**src/rtl/uart_msg_pkg.sv**
```systemverilog
// Shared types and constants for the host UART message link.
// Word order, default geometry and the TX FSM state enum.
package uart_msg_pkg;

  localparam int DEF_WORD_SIZE = 8;
  localparam int DEF_WORDS_PER_PACKET = 4;
  localparam int MSG_WIDTH =
    DEF_WORD_SIZE * DEF_WORDS_PER_PACKET;

  // Words go out and come in most significant first.
  localparam bit MSB_FIRST = 1'b1;

  typedef enum logic [1:0] {
    IDLE,
    SEND,
    WAIT_RESP
  } tx_state_e;

endpackage

```
**src/rtl/msg_rx_framer.sv**
```systemverilog
// Reassembles received UART words into response messages.
// Ports: clk, reset (async, active-high); rx_valid/rx_data
// from uart_rx; resp_data/resp_valid assembled message and
// strobe; frag_drop pulses when a partial message times out.
module msg_rx_framer
  import uart_msg_pkg::*;
#(
  parameter int WORD_SIZE = DEF_WORD_SIZE,
  parameter int WORDS_PER_PACKET = DEF_WORDS_PER_PACKET,
  parameter int INTERBYTE_TIMEOUT = 1200
) (
  input  logic clk,
  input  logic reset,
  input  logic rx_valid,
  input  logic [WORD_SIZE-1:0] rx_data,
  output logic [WORD_SIZE*WORDS_PER_PACKET-1:0] resp_data,
  output logic resp_valid,
  output logic frag_drop
);

  localparam int MW = WORD_SIZE * WORDS_PER_PACKET;
  localparam int SW = MW - WORD_SIZE;
  localparam int IW = $clog2(WORDS_PER_PACKET + 1);
  localparam int GW = $clog2(INTERBYTE_TIMEOUT + 1);
  localparam logic [IW-1:0] IDX_LAST =
    IW'(WORDS_PER_PACKET - 1);
  localparam logic [GW-1:0] GAP_LAST =
    GW'(INTERBYTE_TIMEOUT - 1);

  logic [SW-1:0] sh_q;
  logic [IW-1:0] idx_q;
  logic [GW-1:0] gap_q;
  logic [MW-1:0] resp_q;
  logic resp_valid_q;
  logic frag_q;
  logic [MW-1:0] cat;

  // Earlier words plus the incoming one, oldest on top.
  assign cat = {sh_q, rx_data};

  always_ff @(posedge clk or posedge reset) begin
    if (reset) begin
      sh_q <= '0;
      idx_q <= '0;
      gap_q <= '0;
      resp_q <= '0;
      resp_valid_q <= 1'b0;
      frag_q <= 1'b0;
    end else begin
      resp_valid_q <= 1'b0;
      frag_q <= 1'b0;
      // A word on the expiry cycle is kept, so rx_valid
      // is tested before the gap limit.
      if (rx_valid) begin
        gap_q <= '0;
        if (idx_q == IDX_LAST) begin
          resp_q <= cat;
          resp_valid_q <= 1'b1;
          idx_q <= '0;
        end else begin
          sh_q <= cat[SW-1:0];
          idx_q <= idx_q + 1'b1;
        end
      end else if (idx_q != '0) begin
        if (gap_q == GAP_LAST) begin
          idx_q <= '0;
          gap_q <= '0;
          frag_q <= 1'b1;
        end else begin
          gap_q <= gap_q + 1'b1;
        end
      end
    end
  end

  assign resp_data = resp_q;
  assign resp_valid = resp_valid_q;
  assign frag_drop = frag_q;

endmodule

```
**src/rtl/host_msg_port.sv**
```systemverilog
// Host endpoint of the UART message link: sends one command
// message as words and waits, with a timeout, for the reply.
// Ports: clk, reset (async, active-high); cmd_data/cmd_valid/
// cmd_ready command handshake; tx_ready/tx_start/tx_data to
// uart_tx; rx_valid/rx_data from uart_rx; resp_data,
// resp_valid, resp_timeout, frag_drop pulses; busy when the
// TX FSM is not idle.
module host_msg_port
  import uart_msg_pkg::*;
#(
  parameter int WORD_SIZE = DEF_WORD_SIZE,
  parameter int WORDS_PER_PACKET = DEF_WORDS_PER_PACKET,
  parameter int INTERBYTE_TIMEOUT = 1200,
  parameter int RESP_TIMEOUT = 120000
) (
  input  logic clk,
  input  logic reset,
  input  logic [WORD_SIZE*WORDS_PER_PACKET-1:0] cmd_data,
  input  logic cmd_valid,
  output logic cmd_ready,
  input  logic tx_ready,
  output logic tx_start,
  output logic [WORD_SIZE-1:0] tx_data,
  input  logic rx_valid,
  input  logic [WORD_SIZE-1:0] rx_data,
  output logic [WORD_SIZE*WORDS_PER_PACKET-1:0] resp_data,
  output logic resp_valid,
  output logic resp_timeout,
  output logic frag_drop,
  output logic busy
);

  localparam int MW = WORD_SIZE * WORDS_PER_PACKET;
  localparam int WCW = $clog2(WORDS_PER_PACKET + 1);
  localparam int RCW = $clog2(RESP_TIMEOUT + 1);
  localparam logic [WCW-1:0] WC_LAST =
    WCW'(WORDS_PER_PACKET - 1);
  localparam logic [RCW-1:0] RC_LAST =
    RCW'(RESP_TIMEOUT - 1);

  tx_state_e state_q;
  logic [MW-1:0] sh_q;
  logic [WCW-1:0] wcnt_q;
  logic [RCW-1:0] rcnt_q;
  logic arm_q;
  logic low_q;
  logic rdy_q;
  logic start_q;
  logic [WORD_SIZE-1:0] txd_q;
  logic to_q;

  logic [WORD_SIZE-1:0] word_d;
  logic [MW-1:0] sh_d;
  logic done;

  generate
    if (MSB_FIRST) begin : g_msb
      assign word_d = sh_q[MW-1 -: WORD_SIZE];
      assign sh_d = sh_q << WORD_SIZE;
    end else begin : g_lsb
      assign word_d = sh_q[WORD_SIZE-1:0];
      assign sh_d = sh_q >> WORD_SIZE;
    end
  endgenerate

  msg_rx_framer #(
    .WORD_SIZE(WORD_SIZE),
    .WORDS_PER_PACKET(WORDS_PER_PACKET),
    .INTERBYTE_TIMEOUT(INTERBYTE_TIMEOUT)
  ) u_framer (
    .clk(clk),
    .reset(reset),
    .rx_valid(rx_valid),
    .rx_data(rx_data),
    .resp_data(resp_data),
    .resp_valid(done),
    .frag_drop(frag_drop)
  );

  always_ff @(posedge clk or posedge reset) begin
    if (reset) begin
      state_q <= IDLE;
      sh_q <= '0;
      wcnt_q <= '0;
      rcnt_q <= '0;
      arm_q <= 1'b0;
      low_q <= 1'b0;
      rdy_q <= 1'b0;
      start_q <= 1'b0;
      txd_q <= '0;
      to_q <= 1'b0;
    end else begin
      start_q <= 1'b0;
      to_q <= 1'b0;
      unique case (state_q)
        IDLE: begin
          rdy_q <= 1'b1;
          if (cmd_valid && rdy_q) begin
            sh_q <= cmd_data;
            wcnt_q <= '0;
            arm_q <= 1'b1;
            low_q <= 1'b0;
            rdy_q <= 1'b0;
            state_q <= SEND;
          end
        end
        SEND: begin
          if (tx_ready && arm_q) begin
            start_q <= 1'b1;
            txd_q <= word_d;
            sh_q <= sh_d;
            arm_q <= 1'b0;
            low_q <= 1'b0;
            wcnt_q <= wcnt_q + 1'b1;
            if (wcnt_q == WC_LAST) begin
              rcnt_q <= '0;
              state_q <= WAIT_RESP;
            end
          end else if (!arm_q) begin
            // Re-arm only after uart_tx has visibly gone
            // busy and come back, so a late-falling ready
            // cannot trigger a second start.
            if (!tx_ready) begin
              low_q <= 1'b1;
            end else if (low_q) begin
              arm_q <= 1'b1;
              low_q <= 1'b0;
            end
          end
        end
        WAIT_RESP: begin
          rcnt_q <= rcnt_q + 1'b1;
          if (done) begin
            rdy_q <= 1'b1;
            state_q <= IDLE;
          end else if (rcnt_q == RC_LAST) begin
            to_q <= 1'b1;
            rdy_q <= 1'b1;
            state_q <= IDLE;
          end
        end
        default: begin
          state_q <= IDLE;
        end
      endcase
    end
  end

  assign cmd_ready = rdy_q;
  assign tx_start = start_q;
  assign tx_data = txd_q;
  assign resp_valid = done;
  assign resp_timeout = to_q;
  assign busy = (state_q != IDLE);

endmodule

```
**config.mk**
```make
export PLATFORM = sky130hd
export DESIGN_NAME = host_msg_port
export DESIGN_NICKNAME = d
export VERILOG_FILES = /design/src/rtl/uart_msg_pkg.sv /design/src/rtl/msg_rx_framer.sv /design/src/rtl/host_msg_port.sv
export SDC_FILE = /design/constraint.sdc
export NUM_CORES = 1
export LEC_CHECK = 0
export CORE_ASPECT_RATIO = 1.4
export CORE_UTILIZATION = 49
export CTS_BUF_LIST = sky130_fd_sc_hd__clkbuf_2
export DETAILED_ROUTE_END_ITERATION = 10
export HOLD_SLACK_MARGIN = 0.15
export PLACE_DENSITY_LB_ADDON = 0.2
export SETUP_SLACK_MARGIN = 0.05
export SLEW_MARGIN = 20
export SYNTH_ARGS = -nofsm -noshare
export SYNTH_HDL_FRONTEND = slang
export SYNTH_SLANG_ARGS = --single-unit
```
**constraint.sdc**
```tcl
create_clock -name clk -period 9.6 [get_ports clk]
set_clock_uncertainty 0.1 [all_clocks]
set_input_delay 1.92 -clock clk [delete_from_list [all_inputs] [get_ports clk]]
set_output_delay 1.92 -clock clk [all_outputs]
set_load 0.02 [all_outputs]
```
==> results.md, run 1 <==
## Logic synthesis
- **Post-synth EDFFs** 0
- **synthesis-stage register bit count** 139
- **Synth area leaders** dfrtp_1 (58%), mux2_2 (11%), nand2_1 (6.9%)
- **gate count of the mapped netlist** 538
- **mapped cell area** 0.005949 mm^2
- **fraction of synthesis flops using an asynchronous set or reset pin** 100.0%
- **most area-hungry cell type in the Yosys netlist** dfrtp_1
- **number of nets in the synthesized netlist** 589
- **area share of the largest cell type after synthesis** 58.46%
- **dominant register cell in the synthesized netlist** dfrtp_1
- **share of synthesized area occupied by flip-flops and latches** 58.46%
- **count of synthesis-stage warnings from yosys** 0
- **library cells used by synthesis** 50
- **Post-Synthesis Mean Instance Area** 11.06 um^2

## STA
- **transition time at the pin with the least slew margin** 0.9976 ns
- **unrepaired setup endpoints after global routing** no
- **Final Max Slew Viols** 0
- **final critical-path required period** 4.206 ns
- **worst slew margin relative to its limit** 33.49%
- **Final Setup Violations** 0
- **crit share post-route** 43.81%
- **sum of negative setup slack** 0 ns
- **maximum clock frequency** 237.8 MHz
- **final count of hold timing violations** 0

## Pwr
- **total power per unit cell area** 294.7 mW/mm^2
- **portion of total power attributed to sequential cells** 46.2%
- **switching power of the nets** 0.7796 mW
- **Pint** 1.337 mW
- **Worst IR Drop VDD** 0.1902 mV
- **cell leakage power** 3.077 nW
- **post-route total power** 2.117 mW
- **clock share of power** 14.9%
- **Sw Ratio** 36.82%
- **power share of the combinational group** 38.9%

## Global routing
- **wire length of the first global-routing pass** 19640 um
- **overflow left after global routing** 0
- **Total GRT Usage** 20.35%
- **maximum number of pins on one net before global-route repair** 75
- **initial antenna violation count** 1
- **number of global-route vias before repair** 4155

## Detailed routing
- **number of violations reported at the end of detailed-routing iteration 0** 208
- **routed wire length** 11680 um
- **DR vias** 4168
- **length of the first detailed-routing pass in iterations** 6
- **average wire per standard cell** 14.92 um
- **uppermost layer routed** met4
- **DRT antenna net count** 0
- **average vias per placed instance** 5.323
- **met3 wire length** 500 um
- **WL met1** 5079 um
- **DRC violation count after routing** 0
- **metal2 WL** 5851 um

## Clock tree
- **source-to-sink clock delay at the later pin of the worst-skew pair** 0.65 ns
- **buffer cell driving the clock tree root** clkbuf_2
- **clock tree from TritonCTS** done
- **Max clock buf depth** 2
- **post-cts sizing count** 0
- **maximum level of the CTS H-tree** 4
- **Reg clk slew, reported paths** 0.18 ns
- **TritonCTS sink count** 139
- **number of buffers inserted to repair setup after CTS** 0
- **number of clock buffers inserted by TritonCTS** 17
- **hold_buf cts** 0

## Layout
- **layout overhead on the synthesized area** 20.76%
- **share of cells above drive strength 1** 16.22%
- **Final Core Density** 60.78%
- **number of inserted filler cells in the final layout** 1006
- **most common library cell in the layout ignoring fill and taps** dfrtp_1
- **final net count** 675
- **commonest cells after routing, fill and taps aside** dfrtp_1 (139), nand2_1 (109), clkdlybuf4s50_1 (90), mux2_2 (57), nor2_1 (44)

## Worst setup path
- **arrival time of the worst setup path** 4.65 ns
- **reg2reg setup slack** 6.53 ns
- **kind of launch point of the worst setup path** input port
- **startpoint of the most critical setup path** tx_ready
- **source of the worst register-to-register timing path** state_q[1]$_DFFE_PP0P_
- **Crit path required time** 10.05 ns
- **type of the worst setup path** input port to flop
- **category of the worst setup path capture point** flop
- **worst-path fanout max** 52

## Placement
- **hpwl dp** 8013 um
- **Routability Congestion** 0.7957
- **port bufs** 90

## Floorplan
- **IO Count** 91
- **width of the die** 95.13 um
- **count of standard-cell rows** 47
- **initial cell density of the core** 50.33%
- **die height** 132.4 um
- **Total Die Area** 0.01259 mm^2
- **Core Region** 0.01182 mm^2

## Min path
- **worst min-delay path startpoint** sh_q[25]$_DFFE_PP0P_
- **Min-Delay Path Class** flop to flop

## Flow run
- **MaxCap Viol Count** 0

## Outcome
- **status** complete, no violations

==> state kept, by name, summed over array words and instances, names as in the netlist, 2 cells and up <==
| register | cells |
|---|---|
| u_framer.idx_q | 3 |
| wcnt_q | 3 |
| u_framer.sh_q | 24 |
| rcnt_q | 17 |
| sh_q | 32 |
| u_framer.gap_q | 11 |
| state_q | 2 |
| u_framer.resp_data | 32 |
| tx_data | 8 |
==> Yosys cell counts, types with 2 or more instances <==
cell and count:
nand2_1 109, or4_1 3, nor4_1 3, nor3b_1 5, mux2_2 57, dfrtp_1 139
nor3_1 7, o21ai_0 14, nor2b_1 5, inv_1 10, nor2_1 44, nand2b_1 7
nand4_1 7, xnor2_1 9, a31oi_1 24, or3_1 3, or4b_2 2, and3_1 2
mux2i_1 4, a21oi_1 7, clkbuf_1 13, nand3_1 10, buf_2 10, xor2_1 8
or2_2 4, o31ai_1 3, ha_1 6
==> path summary, 6_finish.rpt <==
| kind | endpoint | cells after the start |
|---|---|---|
| worst max-delay path | wcnt_q[2]$_DFFE_PP0P_ | 4 |
| worst min-delay path | tx_data[1]$_DFFE_PP0P_ | 2 |
| worst max register to register | wcnt_q[2]$_DFFE_PP0P_ | 3 |
| worst min register to register | tx_data[1]$_DFFE_PP0P_ | 2 |
| max in group asynchronous | tx_data[7]$_DFFE_PP0P_ | 3 |
| min in group asynchronous | u_framer.gap_q[8]$_DFFE_PP0P_ | 2 |
==> power by group through the flow <==
stage | clock, mW | combinational, mW | sequential [mW]
floorplan | 0 | 0.435 | 1.06
finish | 0.316 | 0.823 | 0.978
detailed placement | 0 | 0.833 | 0.992
global placement | 0 | 0.804 | 0.978
CTS | 0.329 | 0.836 | 0.978
global route | 0.355 | 0.906 | 1.01
==> per-layer routing <==
metal | vias up | track usage (%)
met2 | 88 | 32.62
met3 | 15 | 5.709
li1 | 2020 | -
met4 | 0 | 7.912
met5 | - | 0
met1 | 2045 | 25.86
==> per-stage QoR <==
step | setup slack [ns] | cells | hold slack, ns | instance area, um^2
2_1_floorplan | 3.855 | 538 | 0.3394 | 5949
3_3_place_gp | 4.858 | 752 | 0.3525 | 6964
3_5_place_dp | 4.742 | 752 | 0.3519 | 6964
4_1_cts | 5.428 | 782 | 0.3970 | 7177
5_1_grt | 5.263 | 783 | 0.4277 | 7184
6_report | 5.394 | 783 | 0.3938 | 7184
==> final cells by class <==
type | instances | area, um^2 | area share [%]
multi-input combinational | 363 | 2345 | 32.64
clock buffer | 17 | 85.08 | 1.184
timing repair buffer | 92 | 915.9 | 12.75
clock inverter | 13 | 127.6 | 1.776
antenna | 1 | 2.502 | 0.03483
sequential | 139 | 3478 | 48.42
inverter | 11 | 46.29 | 0.6444
tap | 147 | 183.9 | 2.560
==> logic make-up after synthesis <==
kind of cell | share of synthesized area, %
simple gates | 17.67
flops | 58.46
mux | 11.69
compound gates | 5.804
buf+inv | 2.608
xor+xnor | 2.503
fa+ha+maj | 1.262
==> critical path: stages <==
cell	delay, ns
clkdlybuf4s50_1	0.54
nand4b_1	0.74
nand2b_2	1.03
mux2_2	0.42
(Power assumes the default switching activity.)
==> inputs of run 2 (changes only) <==
clock period = 3.4 ns   (was 9.6 ns; I/O delays follow)
==> run 2 against run 1 <==
Net effect: sequential share of layout area decreased by 0.97 points; first-iteration DRC count shrank 4.8%; clock power rose to 3.3 times the previous value; die area stayed put; routed wire length rose by 1.4%; power grew to 2.9 times the previous value; flip-flop and latch count unchanged; sequential power rose to 2.8 times the previous value; critical endpoint is now busy; largest cell class unchanged.
==> results.md, run 2 (synthesis results as in run 1) <==
## Clock tree
- **post-cts sizing count** 0
- **number of clock buffers inserted by TritonCTS** 17
- **Reg clk slew, reported paths** 0.21 ns
- **clock tree from TritonCTS** done
- **hold_buf cts** 0
- **Max clock buf depth** 2
- **TritonCTS sink count** 139
- **maximum level of the CTS H-tree** 4
- **source-to-sink clock delay at the later pin of the worst-skew pair** 0.68 ns
- **buffer cell driving the clock tree root** clkbuf_2
- **number of buffers inserted to repair setup after CTS** 0

## Global routing
- **maximum number of pins on one net before global-route repair** 52
- **number of global-route vias before repair** 4147
- **overflow left after global routing** 0
- **Total GRT Usage** 20.37%
- **wire length of the first global-routing pass** 19910 um
- **initial antenna violation count** 0

## Floorplan
- **Core Region** 0.01182 mm^2
- **die height** 132.4 um
- **count of standard-cell rows** 47
- **width of the die** 95.13 um
- **initial cell density of the core** 50.33%
- **IO Count** 91
- **Total Die Area** 0.01259 mm^2

## Layout
- **number of inserted diodes** 0
- **Cell Count, Final, Fillers Out** 793
- **most common library cell in the layout ignoring fill and taps** dfrtp_1
- **commonest cells after routing, fill and taps aside** dfrtp_1 (139), nand2_1 (109), clkdlybuf4s50_1 (90), mux2_2 (57), nor2_1 (44)
- **Final Core Density** 62.02%
- **share of cells above drive strength 1** 17.80%
- **number of inserted filler cells in the final layout** 982
- **layout overhead on the synthesized area** 23.22%
- **post-route design area** 0.007331 mm^2
- **final net count** 684

## Detailed routing
- **DRC violation count after routing** 0
- **length of the first detailed-routing pass in iterations** 4
- **number of violations reported at the end of detailed-routing iteration 0** 198
- **average vias per placed instance** 5.313
- **DRT antenna net count** 0
- **DR vias** 4213
- **average wire per standard cell** 14.93 um
- **routed wire length** 11840 um

## STA
- **worst slew margin relative to its limit** 42.97%
- **final critical-path required period** 2.854 ns
- **final count of hold timing violations** 0
- **sum of negative setup slack** 0 ns
- **maximum clock frequency** 350.4 MHz
- **Final Max Slew Viols** 0
- **crit share post-route** 83.95%
- **Final Setup Violations** 0
- **unrepaired setup endpoints after global routing** no
- **transition time at the pin with the least slew margin** 0.8536 ns
- **smallest setup slack after layout** 0.5458 ns
- **WHS** 0.3000 ns

## Pwr
- **total power per unit cell area** 842.6 mW/mm^2
- **cell leakage power** 3.148 nW
- **post-route total power** 6.177 mW
- **Worst IR Drop VDD** 0.4616 mV

## Flow run
- **MaxCap Viol Count** 0

## Placement
- **Placed Instance Area** 0.007059 mm^2
- **number of cells after detailed placement** 761
- **hpwl dp** 8269 um
- **Setup WS pre-CTS** 0.6981 ns
- **Routability Congestion** 0.7914
- **port bufs** 90

## Worst setup path
- **kind of launch point of the worst setup path** flop
- **arrival time of the worst setup path** 2.07 ns
- **worst-path fanout max** 10
- **Crit path required time** 2.62 ns
- **type of the worst setup path** flop to output pin
- **category of the worst setup path capture point** output pin

## Outcome
- **status** complete, no violations

## Min path
- **Min-Delay Path Class** input port to async pin

## run 2: area by class of cell
cell class                 instances  area, um^2  share of cell area [%]
clock buffer                      17       85.08                   1.161
clock inverter                    15       186.4                   2.543
inverter                          11       45.04                  0.6144
multi-input combinational        363        2331                   31.80
sequential                       139        3478                   47.45
tap                              147       183.9                   2.509
timing repair buffer             101        1021                   13.93
## run 2: power by group
part / internal [mW] / switching (mW)
Sequential: 2.32 / 0.432
Combinational: 1.17 / 1.20
Clock: 0.424 / 0.626
## run 2: path summary, 6_finish.rpt
check	from	to	slack (ns)	cells after the start
worst max-delay path	state_q[1]$_DFFE_PP0P_	busy	0.55	2
worst min-delay path	reset	u_framer.gap_q[9]$_DFFE_PP0P_	0.30	2
worst max register to register	u_framer.gap_q[4]$_DFFE_PP0P_	u_framer.idx_q[1]$_DFFE_PP0P_	1.28	4
worst min register to register	sh_q[29]$_DFFE_PP0P_	tx_data[5]$_DFFE_PP0P_	0.40	2
max in group asynchronous	reset	rcnt_q[12]$_DFFE_PP0P_	2.02	4
min in group clk	sh_q[29]$_DFFE_PP0P_	tx_data[5]$_DFFE_PP0P_	0.40	2
## run 2: layer usage
metal	GRT usage (%)	wire (um)	vias to the layer above	share of wire (%)
met5	0	0	-	0
met4	7.744	235	0	2.0
met3	4.671	463	16	3.9
met2	32.86	6049	99	51
met1	26.43	5091	2065	43
li1	-	-	2033	-
## run 2: critical path: stages, from the launching register on
cell             delay, ns
dfrtp_1               0.55
or2_2                 0.33
clkdlybuf4s50_1       0.53
